$ cat src/rtl/jk_pkg.sv
`default_nettype none
// ============================================================================
// Module   : jk_pkg
// Purpose  : Shared JK operation encoding and the JK next-state function.
// Revision : 1.0  initial release
// ============================================================================
package jk_pkg;

    // Operation selected by a {J,K} pair
    typedef enum logic [1:0] {
        JK_HOLD = 2'b00,
        JK_CLR  = 2'b01,
        JK_SET  = 2'b10,
        JK_TGL  = 2'b11
    } jk_op_t;

    // Bitwise form keeps X on j/k visible in the result instead of
    // collapsing it through a case/if decision.
    function automatic logic jk_next(input logic j, input logic k, input logic q);
        return (j & ~q) | (~k & q);
    endfunction

endpackage : jk_pkg
`default_nettype wire

$ cat src/rtl/jk_next_bit.sv
`default_nettype none
// ============================================================================
// Module   : jk_next_bit
// Purpose  : Single combinational JK next-state cell.
// Revision : 1.0  initial release
// ============================================================================
module jk_next_bit
    import jk_pkg::*;
(
    input  logic i_j,
    input  logic i_k,
    input  logic i_q,
    output logic o_nxt
);

    assign o_nxt = jk_next(i_j, i_k, i_q);

endmodule : jk_next_bit
`default_nettype wire

$ cat src/rtl/jk_ff.sv
`default_nettype none
// ============================================================================
// Module   : jk_ff
// Purpose  : Bank of WIDTH independent JK flip-flops with parallel load,
//            clock enable, change flags, and a bare combinational JK path.
// Revision : 1.0  initial release
// ============================================================================
module jk_ff
    import jk_pkg::*;
#(
    parameter int               WIDTH     = 1,
    parameter logic [WIDTH-1:0] RESET_VAL = '0
) (
    input  logic             clk,
    input  logic             rst,
    input  logic             en,
    input  logic             load,
    input  logic [WIDTH-1:0] d,
    input  logic [WIDTH-1:0] j,
    input  logic [WIDTH-1:0] k,
    input  logic [WIDTH-1:0] q_in,
    output logic [WIDTH-1:0] nxt,
    output logic [WIDTH-1:0] q,
    output logic [WIDTH-1:0] q_n,
    output logic [WIDTH-1:0] chg
);

    logic [WIDTH-1:0] r_q;
    logic [WIDTH-1:0] r_chg;
    logic [WIDTH-1:0] w_jk_q;

    // Two cells per bit: one for the external q_in path, one fed by the bank
    generate
        for (genvar gi = 0; gi < WIDTH; gi++) begin : g_bit
            jk_next_bit u_comb (
                .i_j   (j[gi]),
                .i_k   (k[gi]),
                .i_q   (q_in[gi]),
                .o_nxt (nxt[gi])
            );

            jk_next_bit u_reg (
                .i_j   (j[gi]),
                .i_k   (k[gi]),
                .i_q   (r_q[gi]),
                .o_nxt (w_jk_q[gi])
            );
        end : g_bit
    endgenerate

    // State register: load beats enable; chg flags bits that moved this edge
    always_ff @(posedge clk or posedge rst) begin
        if (rst) begin
            r_q   <= RESET_VAL;
            r_chg <= '0;
        end else if (load) begin
            r_q   <= d;
            r_chg <= d ^ r_q;
        end else if (en) begin
            r_q   <= w_jk_q;
            r_chg <= w_jk_q ^ r_q;
        end else begin
            r_chg <= '0;
        end
    end

    assign q   = r_q;
    assign q_n = ~r_q;
    assign chg = r_chg;

endmodule : jk_ff
`default_nettype wire

$ cat config.mk
export PLATFORM = sky130hd
export DESIGN_NAME = jk_ff
export DESIGN_NICKNAME = d
export VERILOG_FILES = /design/src/rtl/jk_pkg.sv /design/src/rtl/jk_next_bit.sv /design/src/rtl/jk_ff.sv
export SDC_FILE = /design/constraint.sdc
export NUM_CORES = 1
export LEC_CHECK = 0
export ABC_AREA = 1
export CAP_MARGIN = 25
export CORE_AREA = 2 2 39 41
export DETAILED_ROUTE_END_ITERATION = 8
export DIE_AREA = 0 0 41 43
export PLACE_DENSITY = 0.42
export SLEW_MARGIN = 20
export SYNTH_ARGS = -nofsm -noshare
export SYNTH_HDL_FRONTEND = slang
export SYNTH_SLANG_ARGS = --single-unit
$ cat constraint.sdc
create_clock -name clk -period 1.75 [get_ports clk]
set_clock_uncertainty 0.15 [all_clocks]
set_input_delay 0.35 -clock clk [delete_from_list [all_inputs] [get_ports clk]]
set_output_delay 0.35 -clock clk [all_outputs]
set_load 0.01 [all_outputs]
==> results of run 1 <==
-- cells in the mapped netlist --
| library cell | n | area share [%] |
|---|---|---|
| nand2_1 | 10 | 26 |
| inv_1 | 5 | 13 |
| nand3_1 | 4 | 14 |
| nor2_1 | 3 | 7.7 |
| dfrtp_1 | 2 | 34 |
| a21oi_1 | 1 | 3.4 |
| inv_2 | 1 | 2.6 |
-- metrics by stage --
step           area (sq um)  instances
4_1_cts                 319         59
3_5_place_dp            292         55
5_1_grt                 315         59
2_1_floorplan           146         26
6_report                315         59
3_3_place_gp            292         55
-- layout by cell type (no fill, tap or decap) --
master / synthesis / routed
a21oi_1: 1 / 1
inv_2: 1 / 1
nand2_1: 10 / 10
buf_4: 0 / 3
clkbuf_4: 0 / 3
dlygate4sd2_1: 0 / 1
dfrtp_1: 2 / 2
inv_1: 5 / 5
nor2_1: 3 / 3
clkbuf_2: 0 / 1
clkdlybuf4s50_1: 0 / 9
nand3_1: 4 / 4
-- where the power goes --
group / internal, mW / switching, mW / total (mW)
registers: 0.0523 / 0.00442 / 0.0568
logic: 0.0422 / 0.0297 / 0.0719
clock network: 0.0758 / 0.0272 / 0.103
total: 0.170 / 0.0613 / 0.232
-- layout make-up --
| cell class | instances | area [sq um] |
|---|---|---|
| flip-flops and latches | 2 | 50.0 |
| clock buffers | 3 | 22.5 |
| multi-input cells | 18 | 73.8 |
| well taps | 16 | 20.0 |
| fillers | 162 | 1070 |
| repair buffers | 14 | 126 |
| inverters | 6 | 22.5 |
-- how the worst min path moves through the flow --
stage,end,from,slack (ps)
after CTS,q,rst,120
after global routing,q,rst,140
after detailed placement,chg,rst,360
after global placement,chg,rst,360
after floorplan,chg,rst,-60
final,q,rst,130
-- flip-flops by register name (all words and copies together) (netlist names) --
register  count
chg           1
q             1
-- routing by layer --
| metal | GRT usage, % | part of all wire, % | vias to the layer above |
|---|---|---|---|
| li1 | - | - | 114 |
| met1 | 7.03 | 48 | 81 |
| met2 | 5.63 | 39 | 12 |
| met3 | 3.66 | 12 | 0 |
| met4 | 6.00 | 0 | 0 |
| met5 | 0 | 0 | - |
-- kinds of logic after synthesis --
logic type / synth area share, %
buffers and inverters: 15.4
and+or+nand+nor: 47.0
AOI/OAI and AO/OA: 3.42
DFF: 34.2
-- timing repair --
action / 4_1_cts / 5_1_grt
hold endpoints to repair: 0 / 0
endpoints found under the setup margin: 2 / 1
resized for setup: 2 / 2
setup buffers: 1 / 0
==> results.md, run 1 <==
* Status: completed
* RR Startpoint: q
* CP cell instances: clkdlybuf4s50_1
* Crit Path Max Fanout at 4
* Row cnt at 14
* Sequential area share after synthesis at 34.2%
* DR vias/cell at ~3.5
* Kind of critical path: flip-flop to output port
* Final hold slack at approximately 130 ps
* CTS tree: yes
* R2R Setup Slk at roughly 720 ps
* Clock tree buffer depth at 2
* Syn. warnings at 0
* CP startpoint: q
* Vias in the first global route at ~170
* Worst path buffer plus inverter count at 1
* Top cell family by delay on the critical path: buffers and inverters
* Antenna Violating Nets Remaining at 0
* CP Launch Type: flip-flop
* Cells on worst reg2reg path at 5
* Initial core utilization at 10.6%
* Final worst slack at about 70 ps
* Core area at between 1000 and 1500 sq um
* Largest net degree at the start of global routing at 5
* Crit path DAT at between 1000 and 1500 ps
* First-pass GRT wire length at 614 um
* Final setup viols at 0
* Slew @ Worst Pin at about 150 ps
* Final nets at 53
* H-tree level count at 1
* Yosys cell types at 7
* Post-Syn Instances at 26
* Via count at between 200 and 250
* Hold Vio Cnt, Final at 0
* Final period util at a little over nine tenths
* Final TNS setup at 0 ps
* Syn avg cell area at 5.63 sq um
* Die Width at between 40 and 50 um
* Total wire length at 395 um
* # hold bufs at CTS at 0
* Die Area at ~1800 sq um
* Dpl ws at -264 ps
* Max frequency at between 500 and 600 MHz
* Post-Synthesis Cell Area at about 150 sq um
* Type of the worst min-delay path: primary input to async pin
* Vert. Die Dim at about 43 um
* Slowest cell on crit path: clkdlybuf4s50_1
* Critical Path Sink Type: output port
* Initial antenna violation count at 0
* Lkg Pwr at roughly 0.17 nW
* Clock Tree Root: clkbuf_4
* Grt ovf at 0
* Share of layout cells above drive strength 1 at around a fifth
* Post-route minimum period at 1680 ps
* RD Place Congestion at ~0.64
* DRC at 0
* DP HPWL at slightly above 300 um
* Synth Net Count at 34
* Max_slew headroom at ~90%
* Utilization after layout at approximately 23%
* PwrDens at about 730 nW/um^2
* Reg-to-Reg End: chg
* Critical Path RT at approximately 1300 ps
* Synth-to-layout area growth at 115%
* GRT Total Usage at under 10%
* RSZ-0062 raised after global routing: false
* Num Clock Sinks at 2
* I/O pins at 12
* 1st-iter DRT viols at 5
* Port Buffers at 11
* Slew Viols, Final at 0
* Ant diodes at 0
* Slowest Stage Delay on Critical Path at ~560 ps
* Peak VDD IR at roughly 170 uV
* Tot Pwr at ~0.23 mW
* Num CTS Buffers at 3
* First drt pass iteration count at 4
* Clk Latency, worst-skew pair at 230 ps
* Wire per inst at approximately 6.7 um
* CP Depth at 1
* Crit path capture: q
* Clk slew on worst S/H paths at roughly 30 ps
* Seq cells post-synth at 2
* Max Cap Violations at 0
Power figures use the tool's default switching activity.
==> run 2: changes to the inputs <==
--- a/config.mk
+++ b/config.mk
@@ -11,6 +11,7 @@
 export DETAILED_ROUTE_END_ITERATION = 8
 export DIE_AREA = 0 0 41 43
 export PLACE_DENSITY = 0.42
+export SKIP_CTS_REPAIR_TIMING = 1
 export SLEW_MARGIN = 20
 export SYNTH_ARGS = -nofsm -noshare
 export SYNTH_HDL_FRONTEND = slang
==> results.md, run 2 (synthesized netlist as in run 1, its figures left out) <==
* Grt ovf at 0 (unchanged)
* Slew Viols, Final at 0 (unchanged)
* Wire per inst at 6.76 um (+0.95%)
* Peak VDD IR at 171 uV (-0.13%)
* GRT Total Usage at 5.51% (-0.10 points)
* Slowest cell on crit path: clkdlybuf4s50_1
* Critical Path Sink Type: output port
* First drt pass iteration count at 4 (unchanged)
* Clk Latency, worst-skew pair at 220 ps (about the same)
* Placed cell count at 55 (unchanged)
* Largest net degree at the start of global routing at 6 (+1)
* Cells on worst reg2reg path at 5 (unchanged)
* Total wire length at 392 um (-0.76%)
* R2R Setup Slk at 790 ps (+70 ps)
* H-tree level count at 1 (unchanged)
* Vias in the first global route at 173 (+1.2%)
* Max Cap Violations at 0 (unchanged)
* PwrDens at 719 nW/um^2 (-2.1%)
* Num Clock Sinks at 2 (unchanged)
* Synth-to-layout area growth at 118%
* DRC at 0 (unchanged)
* Core area at 1380 sq um (unchanged)
* I/O pins at 12 (unchanged)
* Final setup viols at 0 (unchanged)
* Type of the worst min-delay path: primary input to async pin
* RR Startpoint: q
* Critical Path RT at 1250 ps (about the same)
* Clock tree buffer depth at 2 (unchanged)
* Hold Vio Cnt, Final at 0 (unchanged)
* Num CTS Buffers at 3 (unchanged)
* Utilization after layout at 23.1% (+0.27 points)
* DP HPWL at 304 um (unchanged)
* Lkg Pwr at 0.181 nW (+6.8%)
* Crit Path Max Fanout at 5 (+1)
* Via count at 202 (-2.4%)
* Post-route cell area at 319 sq um (+1.2%)
* Clock Tree Root: clkbuf_4
* Post-route minimum period at 1700 ps (+20.1 ps)
* Top cell family by delay on the critical path: buffers and inverters
* First-pass GRT wire length at 607 um (-1.1%)
* Crit path DAT at 1200 ps (+20 ps)
* Initial antenna violation count at 0 (unchanged)
* Worst path buffer plus inverter count at 1 (unchanged)
* Final non-filler cell total at 58 (-1.7%)
* Slowest Stage Delay on Critical Path at 570 ps (about the same)
* Antenna Violating Nets Remaining at 0 (unchanged)
* Die Width at 41 um (unchanged)
* CP cell instances: clkdlybuf4s50_1
* Kind of critical path: flip-flop to output port
* Die Area at 1760 sq um (unchanged)
* Port Buffers at 11 (unchanged)
* Share of layout cells above drive strength 1 at 14.3% (-4.3 points)
* Initial core utilization at 10.6% (unchanged)
* Final period util at 97.2% (+1.1 points)
* CP Launch Type: flip-flop
* Reg-to-Reg End: chg
* Max_slew headroom at 88.6% (-1.4 points)
* Final nets at 52 (-1.9%)
* Area after DPL at 292 sq um (unchanged)
* Status: completed
* RD Place Congestion at 0.638 (unchanged)
* CTS tree: yes
* Vert. Die Dim at 43 um (unchanged)
* Row cnt at 14 (unchanged)
* Most frequent cells in the layout: 10 x nand2_1, 9 x clkdlybuf4s50_1, 5 x inv_1, 4 x nand3_1
* Max frequency at 588 MHz (-1.2%)
* Most common cell after layout, fill and taps aside: nand2_1
* Ant diodes at 0 (unchanged)
* RSZ-0062 raised after global routing: false
* Slew @ Worst Pin at 171 ps (+20.3 ps)
* Clk slew on worst S/H paths at 30 ps (about the same)
* 1st-iter DRT viols at 6 (+1)
* DR vias/cell at 3.48 (-0.73%)
-- run 2: cell count changes in the layout (fill, tap and decap cells not counted), sizes merged --
cell and delta:
dlymetal6s2s +2, buf -1, clkbuf -1, dlygate4sd2 -1
-- run 2: where the power goes --
part	switching, mW	internal, mW
clock	0.0269	0.0757
combinational	0.0280	0.0413
sequential	0.00497	0.0523
-- run 2: worst max path at each step --
stage | from | end | cells past startpoint
4_1_cts | j | nxt | 4
2_1_floorplan | j | nxt | 2
3_5_place_dp | j | nxt | 4
5_1_grt | q | q | 1
6_report | q | q | 1
3_3_place_gp | q_in | nxt | 4
-- run 2: layout make-up --
cell class,instances,area [sq um]
flip-flops and latches,2,50.0
clock buffers,3,22.5
multi-input cells,18,73.8
fillers,161,1060
inverters,6,22.5
repair buffers,13,130
well taps,16,20.0
-- run 2: stage by stage --
step	power, mW	TNS [ps]	hold slack (ps)	worst slack (ps)
3_5_place_dp	0.130	-264	358	-264
6_report	0.229	0	131	49.4
4_1_cts	0.242	-341	116	-279
3_3_place_gp	0.130	-284	362	-284
2_1_floorplan	0.0830	0	-58.8	674
5_1_grt	0.250	0	144	9.00
-- run 2: layer usage --
| metal | up-vias | share of wire [%] | global-route usage, % |
|---|---|---|---|
| li1 | 111 | - | - |
| met1 | 81 | 46 | 6.39 |
| met2 | 10 | 42 | 5.94 |
| met3 | 0 | 12 | 3.66 |
| met4 | 0 | 0 | 6.00 |
| met5 | - | 0 | 0 |
